===== src/rtl/scan_decoder_pkg.sv =====
// Shared definitions for the scan decoder: mode encodings and the one-hot
// pattern helper used for the display select lines.
package scan_pkg;

    // Mode input encodings
    localparam logic MODE_MANUAL = 1'b0;
    localparam logic MODE_SCAN   = 1'b1;

    // Widest pattern the helper builds; callers cast down to their N_OUT
    localparam int ONEHOT_MAX_W = 256;

    // One-hot pattern for index sel; inverted when the outputs are active-low.
    // Bits above the caller's N_OUT are dropped by the caller's size cast.
    function automatic logic [ONEHOT_MAX_W-1:0] onehot(input logic [7:0] sel,
                                                       input logic       act_low);
        logic [ONEHOT_MAX_W-1:0] v;
        v      = {ONEHOT_MAX_W{1'b0}};
        v[sel] = 1'b1;
        if (act_low) begin
            v = ~v;
        end else begin
            v = v;
        end
        return v;
    endfunction

endpackage


===== src/rtl/scan_decoder_tick_gen.sv =====
// Scan-rate prescaler. Counts 0..TICK_DIV-1 while running, freezes while
// held, and clears whenever scanning is not selected so that a later switch
// into scan mode always starts a full step period.
module tick_gen #(
    parameter int TICK_DIV = 100000
) (
    input  logic clk,
    input  logic rst_n,
    input  logic run,
    input  logic hold,
    output logic tick
);

    localparam int PRE_W = $clog2(TICK_DIV) + 1;
    localparam logic [PRE_W-1:0] PRE_LAST = PRE_W'(TICK_DIV - 1);
    localparam logic [PRE_W-1:0] PRE_ONE  = PRE_W'(1);

    logic [PRE_W-1:0] presc_r;
    logic             wrap_s;

    // Terminal count reached on an edge where the counter is allowed to move
    assign wrap_s = run && !hold && (presc_r == PRE_LAST);
    assign tick   = wrap_s;

    // Prescaler: hold has priority so a disabled display keeps its phase
    always_ff @(posedge clk or negedge rst_n) begin
        if (!rst_n) begin
            presc_r <= {PRE_W{1'b0}};
        end else if (hold) begin
            presc_r <= presc_r;
        end else if (!run) begin
            presc_r <= {PRE_W{1'b0}};
        end else if (wrap_s) begin
            presc_r <= {PRE_W{1'b0}};
        end else begin
            presc_r <= presc_r + PRE_ONE;
        end
    end

endmodule


===== src/rtl/scan_decoder.sv =====
// Registered one-hot select-line decoder for multiplexed displays. Manual
// mode decodes sel_in directly; scan mode walks idx through the first
// N_ACTIVE outputs at the prescaled rate, with optional blanking after
// each step to suppress ghosting.
module scan_decoder
    import scan_pkg::*;
#(
    parameter int SEL_W    = 3,
    parameter int N_ACTIVE = 8,
    parameter int TICK_DIV = 100000,
    parameter int BLANK    = 2,
    parameter int ACT_LOW  = 1
) (
    input  logic                  clk,
    input  logic                  rst_n,
    input  logic                  en,
    input  logic                  mode,
    input  logic [SEL_W-1:0]      sel_in,
    output logic [(2**SEL_W)-1:0] y,
    output logic [SEL_W-1:0]      idx,
    output logic                  tick
);

    localparam int N_OUT = 2 ** SEL_W;
    localparam int BLK_W = (BLANK > 0) ? $clog2(BLANK + 1) : 1;

    localparam logic [N_OUT-1:0] INACT    = (ACT_LOW != 0) ? {N_OUT{1'b1}} : {N_OUT{1'b0}};
    localparam logic [SEL_W-1:0] IDX_LAST = SEL_W'(N_ACTIVE - 1);
    localparam logic [SEL_W-1:0] IDX_ONE  = SEL_W'(1);
    localparam logic [BLK_W-1:0] BLK_INIT = BLK_W'(BLANK);
    localparam logic [BLK_W-1:0] BLK_ONE  = BLK_W'(1);
    localparam logic             POL_LOW  = (ACT_LOW != 0);

    // Reject parameter sets that cannot produce a sensible scan
    if (N_ACTIVE < 1 || N_ACTIVE > N_OUT) begin : g_bad_n_active
        $error("scan_decoder: N_ACTIVE must be within 1..2**SEL_W");
    end
    if (TICK_DIV < 1) begin : g_bad_tick_div
        $error("scan_decoder: TICK_DIV must be at least 1");
    end
    if (SEL_W < 1 || SEL_W > 8) begin : g_bad_sel_w
        $error("scan_decoder: SEL_W must be within 1..8");
    end

    logic [SEL_W-1:0] idx_r,   idx_nxt_s;
    logic [BLK_W-1:0] blank_r, blank_nxt_s;
    logic [N_OUT-1:0] y_r,     y_nxt_s;
    logic             tick_r,  tick_nxt_s;
    logic             wrap_s;
    logic             run_s;
    logic             hold_s;

    assign run_s  = (mode == MODE_SCAN);
    assign hold_s = !en;

    tick_gen #(
        .TICK_DIV (TICK_DIV)
    ) u_tick_gen (
        .clk   (clk),
        .rst_n (rst_n),
        .run   (run_s),
        .hold  (hold_s),
        .tick  (wrap_s)
    );

    // Next-state for index, blanking and output pattern; en=0 blanks and freezes
    always_comb begin
        idx_nxt_s   = idx_r;
        blank_nxt_s = blank_r;
        y_nxt_s     = y_r;
        tick_nxt_s  = 1'b0;
        if (!en) begin
            y_nxt_s = INACT;
        end else if (mode == MODE_MANUAL) begin
            idx_nxt_s   = sel_in;
            blank_nxt_s = {BLK_W{1'b0}};
            y_nxt_s     = N_OUT'(onehot(8'(sel_in), POL_LOW));
        end else begin
            if (wrap_s) begin
                tick_nxt_s  = 1'b1;
                blank_nxt_s = BLK_INIT;
                if (idx_r >= IDX_LAST) begin
                    idx_nxt_s = {SEL_W{1'b0}};
                end else begin
                    idx_nxt_s = idx_r + IDX_ONE;
                end
            end else if (blank_r != {BLK_W{1'b0}}) begin
                blank_nxt_s = blank_r - BLK_ONE;
            end else begin
                blank_nxt_s = blank_r;
            end
            // Blank while the updated counter is non-zero: exactly BLANK dark cycles per step
            if (blank_nxt_s != {BLK_W{1'b0}}) begin
                y_nxt_s = INACT;
            end else begin
                y_nxt_s = N_OUT'(onehot(8'(idx_nxt_s), POL_LOW));
            end
        end
    end

    // State and output registers
    always_ff @(posedge clk or negedge rst_n) begin
        if (!rst_n) begin
            idx_r   <= {SEL_W{1'b0}};
            blank_r <= {BLK_W{1'b0}};
            y_r     <= INACT;
            tick_r  <= 1'b0;
        end else begin
            idx_r   <= idx_nxt_s;
            blank_r <= blank_nxt_s;
            y_r     <= y_nxt_s;
            tick_r  <= tick_nxt_s;
        end
    end

    assign y    = y_r;
    assign idx  = idx_r;
    assign tick = tick_r;

endmodule


===== config.mk =====
export PLATFORM = sky130hd
export DESIGN_NAME = scan_decoder
export DESIGN_NICKNAME = d
export VERILOG_FILES = /design/src/rtl/scan_decoder_pkg.sv /design/src/rtl/scan_decoder_tick_gen.sv /design/src/rtl/scan_decoder.sv
export SDC_FILE = /design/constraint.sdc
export NUM_CORES = 1
export LEC_CHECK = 0
export BUFFER_PORTS_ARGS = -buffer_cell sky130_fd_sc_hd__buf_2
export CAP_MARGIN = 20
export CORE_UTILIZATION = 39
export CTS_CLUSTER_DIAMETER = 100
export DETAILED_ROUTE_END_ITERATION = 10
export GPL_TIMING_DRIVEN = 1
export PLACE_DENSITY = 0.54
export SLEW_MARGIN = 5
export SYNTH_ARGS = -nofsm -noshare
export SYNTH_HDL_FRONTEND = slang
export SYNTH_SLANG_ARGS = --single-unit
export TNS_END_PERCENT = 5

===== constraint.sdc =====
create_clock -name clk -period 2.7 [get_ports clk]
set_input_delay 0.135 -clock clk [delete_from_list [all_inputs] [get_ports clk]]
set_output_delay 0.135 -clock clk [all_outputs]
set_load 0.03 [all_outputs]

; ---- Word-level counts from Yosys, hierarchy flattened
; Index checks and enable logic that the tools add are counted.
[word_totals]
regBits = 32
in_bits = 7
[classes]
add_sub_neg = 3
n_lt_le_gt_ge = 5
eq_ne = 1
n_mux = 22
n_bitwise = 2
reduce_logical = 6
[ops]
columns = cell, n
row1 = 2-to-1 mux 18 bit, 2
row2 = 2-to-1 mux 8 bit, 3
row3 = adder 18 x 1 -> 18 bit (second input constant), 1
row4 = equality test 18 x 17 -> 1 bit (second input constant), 1
row5 = < comparator 3 x 9 -> 1 bit (second input constant), 2
row6 = NOT 8 bit, 2
row7 = 2-to-1 mux 3 bit, 5
row8 = 2-to-1 mux 2 bit, 5
row9 = demux 1 bit (select 3 bit), 2
row10 = greater-or-equal comparator 3 x 1 -> 1 bit (second input constant), 2
row11 = 2-to-1 mux 1 bit, 5
row12 = logical AND 1 bit, 4
row13 = nonzero test 2 bit, 2
row14 = adder 3 x 1 -> 3 bit (second input constant), 1
row15 = greater-or-equal comparator 3 bit (second input constant), 1
row16 = subtractor 2 x 1 -> 2 bit (second input constant), 1

; ---- Depth between registers and ports, before layout
; Gate-level depths: netlist of run 1.
[depth]
ltp_word = 13
ltp_mapped = 7
depth_no_buf = 6

; ---- Cells and area by module
; A second synthesis of run 1 with hierarchy kept.
[unflattened]
cells_unflattened = 190
hier_area_um2 = 1798.0
[modules_own_cells]
columns = module, instances, cells_per_inst, area_each_um2
row1 = tick_gen, 1, 126, 1093.5
row2 = scan_decoder, 1, 64, 704.4

; ---- Worst setup path before layout of run 1
; Ideal clock, no wire load.
[synth_timing]
path_type = reg2reg
startpoint = register u_tick_gen.presc_r[12]
endpoint = register idx_r[2], in the netlist idx[2]
setup_ns = 0.126
t_arrival_ns = 1.765
path_slack_ns = 0.809
stages_incl_launch_ff = 6
n_path_buf = 0
period_less_slack_ns = 1.891
path_cell_list = dfrtp_1 -> or4_4 -> nor4_4 -> a41o_2 -> nand2_2 -> a221o_1
[synth_between]
elab_chain_len = 6
[synth_rtl]
columns = element, line_no
row1 = from (decl), scan_decoder_tick_gen.sv:18  ; logic [PRE_W-1:0] presc_r;
row2 = from (signal assigned), scan_decoder_tick_gen.sv:28  ; presc_r <= {PRE_W{1'b0}};
row3 = from (signal assigned), scan_decoder_tick_gen.sv:30  ; presc_r <= presc_r;
row4 = from (signal assigned), scan_decoder_tick_gen.sv:32  ; presc_r <= {PRE_W{1'b0}};
row5 = equality test 18 x 17 -> 1 bit, scan_decoder_tick_gen.sv:22  ; assign wrap_s = run && !hold && (presc_r == PRE_LAST);
row6 = logical AND 1 bit, scan_decoder_tick_gen.sv:22
row7 = 2-to-1 mux 3 bit, scan_decoder.sv:79  ; if (wrap_s) begin
row8 = 2-to-1 mux 3 bit, scan_decoder.sv:74  ; end else if (mode == MODE_MANUAL) begin
row9 = 2-to-1 mux 3 bit, scan_decoder.sv:72  ; if (!en) begin
row10 = 2-to-1 mux 3 bit, scan_decoder.sv:74
row11 = to (signal assigned), scan_decoder.sv:104  ; idx_r <= {SEL_W{1'b0}};
row12 = to (signal assigned), scan_decoder.sv:109  ; idx_r <= idx_nxt_s;
row13 = to (decl), scan_decoder.sv:45  ; logic [SEL_W-1:0] idx_r, idx_nxt_s;
; Every way passes these cells. The select of a mux whose other input is x is not followed.
; A chain may end at the register's enable or synchronous reset.

; ---- Worst setup path after layout of run 1
; Same ends and word-level chain as after synthesis.

==> results.py, run 1 <==
metrics = {
    "detailed_routing": {
        "drt_iter0_markers": 115,
        "drc": 0,
        "finalWirelength_um": 4170,
        "via_per_inst": 5.76,
        "vias": 1516,
        "post_drt_wl_per_cell_um": 15.8,
        "first_pass_iters": 6,
        "postRouteAntennaNets": 0,
    },
    "status": {
        "status": "completed",
    },
    "critical_path": {
        "cp-end-kind": "register",
        "worstSetupPathType": "reg2reg",
        "cp-start-kind": "register",
        "cp.required_ps": 2860,
        "path_max_fanout": 16,
        "critPathArrivalTime_ps": 2330,
    },
    "logic_synthesis": {
        "ys.flop_type": "dfrtp_1",
        "yosysSeqAreaShare_pct": 44.3,
        "syn_avg_cell_area_um2": 9.58,
        "syn_nets": 201,
        "yosys_warnings": 0,
        "ys_types": 46,
        "netlist_instances": 191,
        "synth_area_mm2": 0.00183,
        "synth-edff-count": 0,
        "synthArstFlopShare_pct": 100,
        "ys_seq_elements": 32,
    },
    "timing": {
        "setup_viol": 0,
        "slew_viol_final": 0,
        "rsz0062_at_grt": "no",
        "final.setup.worst_slack_ps": 534,
        "fin_tns_setup_ps": 0,
        "period_share_pct": 80.2,
        "slew_headroom_pct": 52.1,
        "final.min_clock_period_ps": 2170,
        "tightest_slew_ps": 717,
        "fin_worst_skew_ps": 2.34,
        "max_freq_mhz": 462,
        "hold_violations": 0,
    },
    "placement": {
        "dp_cells": 254,
        "place_ws_ps": 559,
        "post-dp-hpwl_um": 2940,
        "portBuffers": 18,
        "gp_congestion": 0.821,
    },
    "power_and_ir_drop": {
        "cellPowerDensity_mw_per_mm2": 564,
        "leakage_nw": 0.803,
        "vdd_ir_drop_max_uv": 236,
        "power_mw": 1.12,
    },
    "floorplan": {
        "initial_core_util_pct": 41.2,
        "die-area_mm2": 0.00497,
        "core_mm2": 0.00444,
        "die_h_um": 70.5,
        "io_pins": 19,
        "row_count": 24,
        "dieWidth_um": 70.5,
    },
    "clocking": {
        "cts_buffer_depth": 2,
        "htree_levels": 2,
        "cts_buffers": 5,
        "cts_tree": "done",
        "clk_pin_slew_ps": 70,
        "cts_sinks": 32,
        "cts_root_buf": "clkbuf_8",
        "clock_latency_ps": 280,
    },
    "final_layout": {
        "multiInputGateArea_um2": 868,
        "layout-drive-gt1-share_pct": 22.3,
        "stdcell_count": 263,
        "diodes": 0,
        "fillers": 447,
        "area_delta_synth_final_pct": 8.07,
        "final_nets": 220,
        "register_area_um2": 811,
    },
    "min_path": {
        "hp-class": "in2reg",
    },
    "global_routing": {
        "grt_pass1_vias": 1475,
        "grt_pass1_wl_um": 6990,
        "grt_antenna_before_repair": 0,
        "grt_remaining_overflow": 0,
        "grt_max_degree": 33,
        "grtUsageTotal_pct": 18.1,
    },
    "flow_run": {
        "drv_cap": 0,
    },
}
layer usage:
metal	track usage, %	wire (um)	share of wire (%)
met2	31.1	2090	50
met3	4.18	148	3.6
met5	0	0	0
met4	7.26	55	1.3
met1	21.9	1870	45
metrics by stage:
step | utilization (%) | instance area [um^2] | hold WS [ps]
after floorplan | - | 1830 | -161
after global placement | 42.2 | 1880 | 231
after detailed placement | 42.2 | 1880 | 245
after CTS | 44.5 | 1980 | 62.7
after global routing | 44.5 | 1980 | 75.6
final | 44.5 | 1980 | 83.0
final cells by class:
type / count / area share (%)
Multi-Input combinational cell: 143 / 43.9
Sequential cell: 32 / 41.0
Timing Repair Buffer: 21 / 5.82
Clock buffer: 6 / 4.17
Tap cell: 52 / 3.29
Inverter: 7 / 1.33
Clock inverter: 2 / 0.506
final timing paths:
path	startpoint	end	slack, ps	cells past startpoint
setup reg to reg	u_tick_gen.presc_r[12]	idx[2]	530	5
hold reg to reg	blank_r[0]	blank_r[0]	520	1
min in group asynchronous	rst_n	u_tick_gen.presc_r[8]	440	2
setup / recovery	u_tick_gen.presc_r[12]	idx[2]	530	5
max in group asynchronous	rst_n	idx[0]	1790	2
hold / removal	sel_in[2]	y[4]	80	2
cell families after synthesis:
group	synth area share (%)
compound gates	16.1
fa+ha+maj	2.05
buf+inv	8.27
flops	44.3
mux	2.80
simple gates	26.5
registers in the layout, indices dropped and copies added, names as in the netlist:
register            count
blank_r                 2
idx                     3
tick                    1
u_tick_gen.presc_r     18
y                       8
worst max-delay path, stage by stage (launching register included):
cell,delay [ps]
dfrtp_1,450
or4_4,570
nor4_4,180
a41o_2,440
nand2_2,110
a221o_1,300
cells in the mapped netlist, types with 2 or more instances:
cell | n | share of area, %
nand2_1 | 28 | 5.7
dfrtp_1 | 24 | 33
nor2_1 | 15 | 3.1
nor3_1 | 14 | 3.8
nand3_1 | 11 | 3.0
o21ai_0 | 10 | 2.7
dfstp_2 | 8 | 11
a21oi_1 | 7 | 1.9
inv_1 | 7 | 1.4
o2bb2ai_1 | 7 | 3.3
nand4_1 | 5 | 1.7
clkbuf_8 | 4 | 3.0
mux2i_1 | 4 | 2.2
nor4_1 | 4 | 1.4
a22o_1 | 3 | 1.4
ha_1 | 3 | 2.1
a221o_1 | 2 | 1.1
a32oi_1 | 2 | 0.96
clkbuf_1 | 2 | 0.41
nand2_2 | 2 | 0.68
o311ai_0 | 2 | 0.96
o31ai_1 | 2 | 0.82
or3_1 | 2 | 0.68
placed cells by master, fill, tap and decap left out, types with 2 or more instances in the layout:
cell type	n
o2bb2ai_1	7
dfstp_2	8
dfrtp_1	24
nand2_1	28
a22o_1	3
clkbuf_8	6
a221o_1	2
clkinv_2	2
buf_2	18
buf_4	2
a21oi_1	7
nor4_1	4
nor3_1	14
nor2_1	15
nand2_2	2
o31ai_1	2
inv_1	7
a32oi_1	2
nand3_1	11
o311ai_0	2
ha_1	3
o21ai_0	10
mux2i_1	4
or3_1	2
nand4_1	5
what timing repair did:
item                       4_1_cts  5_1_grt
hold endpoints to repair        24        0
resized for setup                0        0
hold buffers                     1        0
buffers inserted                 0        0
setup endpoints to repair        0        0
power breakdown:
part / leakage (nW) / internal (mW) / switching, mW
combinational: 0.343 / 0.0582 / 0.107
clock: 0.0510 / 0.203 / 0.177
sequential: 0.409 / 0.518 / 0.0523
Power figures use the tool's default switching activity.
==> run 2: changes to the inputs <==
- ABC_AREA: not set -> 1
- PLACE_DENSITY: 0.54 -> 0.53
- clock period: 2.7 -> 2 ns (I/O delays scaled with it)
==> run 2 against run 1 <==
Against the previous run:
- clock power up 61%
- sequential share of layout area down 4.6 points
- combinational power up 33%
- design area up 13%
- critical path type unchanged
- critical endpoint is now u_tick_gen.presc_r[14]
==> results.py, run 2 <==
metrics = {
    "clocking": {
        "cts_sinks": 32,
        "clock_latency_ps": 290,
        "htree_levels": 2,
        "cts_tree": "done",
        "cts_root_buf": "clkbuf_8",
        "clk_pin_slew_ps": 70,
        "ctsResizeCount": 0,
        "cts_buffers": 5,
        "cts_buffer_depth": 2,
    },
    "timing": {
        "setup_viol": 0,
        "hold_violations": 0,
        "slew_headroom_pct": 51.0,
        "tightest_slew_ps": 736,
        "rsz0062_at_grt": "no",
        "max_freq_mhz": 581,
        "fin_worst_skew_ps": 8.93,
        "final.min_clock_period_ps": 1720,
        "period_share_pct": 86.0,
        "slew_viol_final": 0,
        "fin_tns_setup_ps": 0,
    },
    "critical_path": {
        "worstSetupPathType": "reg2reg",
        "path_max_fanout": 5,
        "path_depth": 10,
        "crit_start": "u_tick_gen.presc_r[0]",
        "crit_buf_inv": 1,
        "cp-start-kind": "register",
        "cp-end-kind": "register",
        "crit-reg2reg-launch": "u_tick_gen.presc_r[0]",
        "cp.required_ps": 2180,
        "ff2ff_path_depth": 10,
        "critPathArrivalTime_ps": 1900,
        "crit_path_cell_trace": "ha_1 -> nand3_2 -> nor2_1 -> inv_1 -> nor2_2 -> nand2_1 -> nor3_1 -> nor2_1 -> o21ai_0 -> nand2_1",
        "path_delay_family": "simple AND/OR/NAND/NOR gates",
        "critPathMaxStageDelay_ps": 380,
        "critical_path.slowest_cell": "dfrtp_1",
    },
    "floorplan": {
        "row_count": 25,
        "die_h_um": 73.0,
        "core_mm2": 0.00479,
        "die-area_mm2": 0.00532,
        "io_pins": 19,
        "dieWidth_um": 73.0,
        "initial_core_util_pct": 41.0,
    },
    "detailed_routing": {
        "drt_iter0_markers": 127,
        "via_per_inst": 4.82,
        "drc": 0,
        "finalWirelength_um": 4500,
        "postRouteAntennaNets": 0,
        "vias": 1722,
        "post_drt_wl_per_cell_um": 12.6,
        "first_pass_iters": 4,
    },
    "final_layout": {
        "postLayoutCoreUtil_pct": 46.6,
        "final_common_cell": "nand2_1",
        "fillers": 476,
        "final_nets": 299,
        "diodes": 0,
        "area_delta_synth_final_pct": 13.6,
        "largest_register_ffs": 18,
        "stdcell_count": 357,
        "layout_common_cells": "61 x nand2_1, 30 x inv_1, 29 x nor2_1, 24 x nand3_1, 24 x dfrtp_1",
        "regMostFlops": "u_tick_gen.presc_r",
        "layout-drive-gt1-share_pct": 20.3,
    },
    "logic_synthesis": {
        "synth_fa_ha_area_share_pct": 1.91,
        "synthArstFlopShare_pct": 100,
        "synth-edff-count": 0,
        "yosys.area.top_type": "dfrtp_1",
        "synthSimpleGateAreaFrac_pct": 34.5,
        "synth_top_area_share_pct": 30.6,
        "synth_area_mm2": 0.00196,
        "ys_types": 32,
        "ys_seq_elements": 32,
        "yosysMostFrequentCell": "nand2_1",
        "netlist_instances": 267,
        "yosysSeqAreaShare_pct": 41.3,
        "yosys_warnings": 0,
        "synth-xor-area-share_pct": 1.34,
        "synth_compound_area_share_pct": 12.0,
        "synth_top_family_by_area": "simple AND/OR/NAND/NOR gates",
        "synthTopCellsByArea": "dfrtp_1 31%, nand2_1 12%, dfstp_2 11%",
        "ys.flop_type": "dfrtp_1",
        "muxShareOfSynthArea_pct": 0,
        "netlist_top_cells_count": "61 x nand2_1, 30 x inv_1, 29 x nor2_1, 24 x dfrtp_1, 24 x nand3_1",
        "syn_nets": 277,
        "syn_avg_cell_area_um2": 7.35,
    },
    "min_path": {
        "hp-start": "mode",
        "hp-class": "in2reg",
        "hold_path_depth": 3,
    },
    "power_and_ir_drop": {
        "cellPowerDensity_mw_per_mm2": 687,
        "leakage_nw": 0.971,
        "vdd_ir_drop_max_uv": 239,
    },
    "flow_run": {
        "drv_cap": 0,
    },
    "placement": {
        "portBuffers": 18,
        "gp_congestion": 0.832,
        "dp_cells": 348,
        "post-dp-hpwl_um": 3290,
    },
    "global_routing": {
        "grt_max_degree": 33,
        "grt_antenna_before_repair": 0,
        "grtUsageTotal_pct": 19.2,
        "grt_remaining_overflow": 0,
        "grt_pass1_vias": 1596,
        "grt_pass1_wl_um": 7750,
    },
    "status": {
        "status": "completed",
    },
}
[run 2: stage by stage]
| step | total power [mW] | hold WS, ps | worst slack [ps] | instance area, um^2 |
|---|---|---|---|---|
| floorplan | 0.862 | -196 | 283 | 1960 |
| global route | 1.61 | 155 | 92.2 | 2230 |
| global placement | 0.931 | 217 | 281 | 2110 |
| finish | 1.53 | 132 | 280 | 2230 |
| CTS | 1.56 | 124 | 288 | 2230 |
| detailed placement | 0.930 | 212 | 296 | 2110 |
[run 2: logic make-up after synthesis]
logic type,after synthesis
AOI/OAI and AO/OA,43
DFF,32
xor gates and xnor gates,3
buffers and inverters,43
adders and majority gates,3
and+or+nand+nor,143
[run 2: routing by layer]
layer	share of wire, %	vias to the layer above	track usage [%]
met5	0	-	0
met4	0.98	0	6.97
met3	4.2	7	4.28
met2	42	31	26.9
met1	52	778	28.6
li1	-	906	-
[run 2: repair_timing]
item / CTS / global route
setup buffers: 0 / 0
hold buffers: 1 / 0
endpoints found under the hold margin: 24 / 0
[run 2: report_power, final]
part	internal, mW	leakage (nW)	switching [mW]
combinational	0.0671	0.505	0.152
clock	0.370	0.0552	0.245
sequential	0.676	0.411	0.0226
[run 2: cell type report]
cell class	instances	area, um^2	share of cell area, %
Multi-Input combinational cell	192	976	43.7
Sequential cell	32	811	36.3
Inverter	38	145	6.51
Timing Repair Buffer	20	108	4.82
Tap cell	67	83.8	3.76
Clock buffer	6	72.6	3.25
Clock inverter	2	35.0	1.57
[run 2: worst min-delay path: stages]
cell and delay (ps):
buf_2 180, nand2_1 90, nand2_1 40
[run 2: final timing paths]
check                                          to  slack [ps]
min reg2reg                u_tick_gen.presc_r[17]         520
min                                          y[2]         130
max                        u_tick_gen.presc_r[14]         280
max reg2reg                u_tick_gen.presc_r[14]         280
min in group asynchronous  u_tick_gen.presc_r[15]         400
max in group asynchronous                  idx[0]        1120
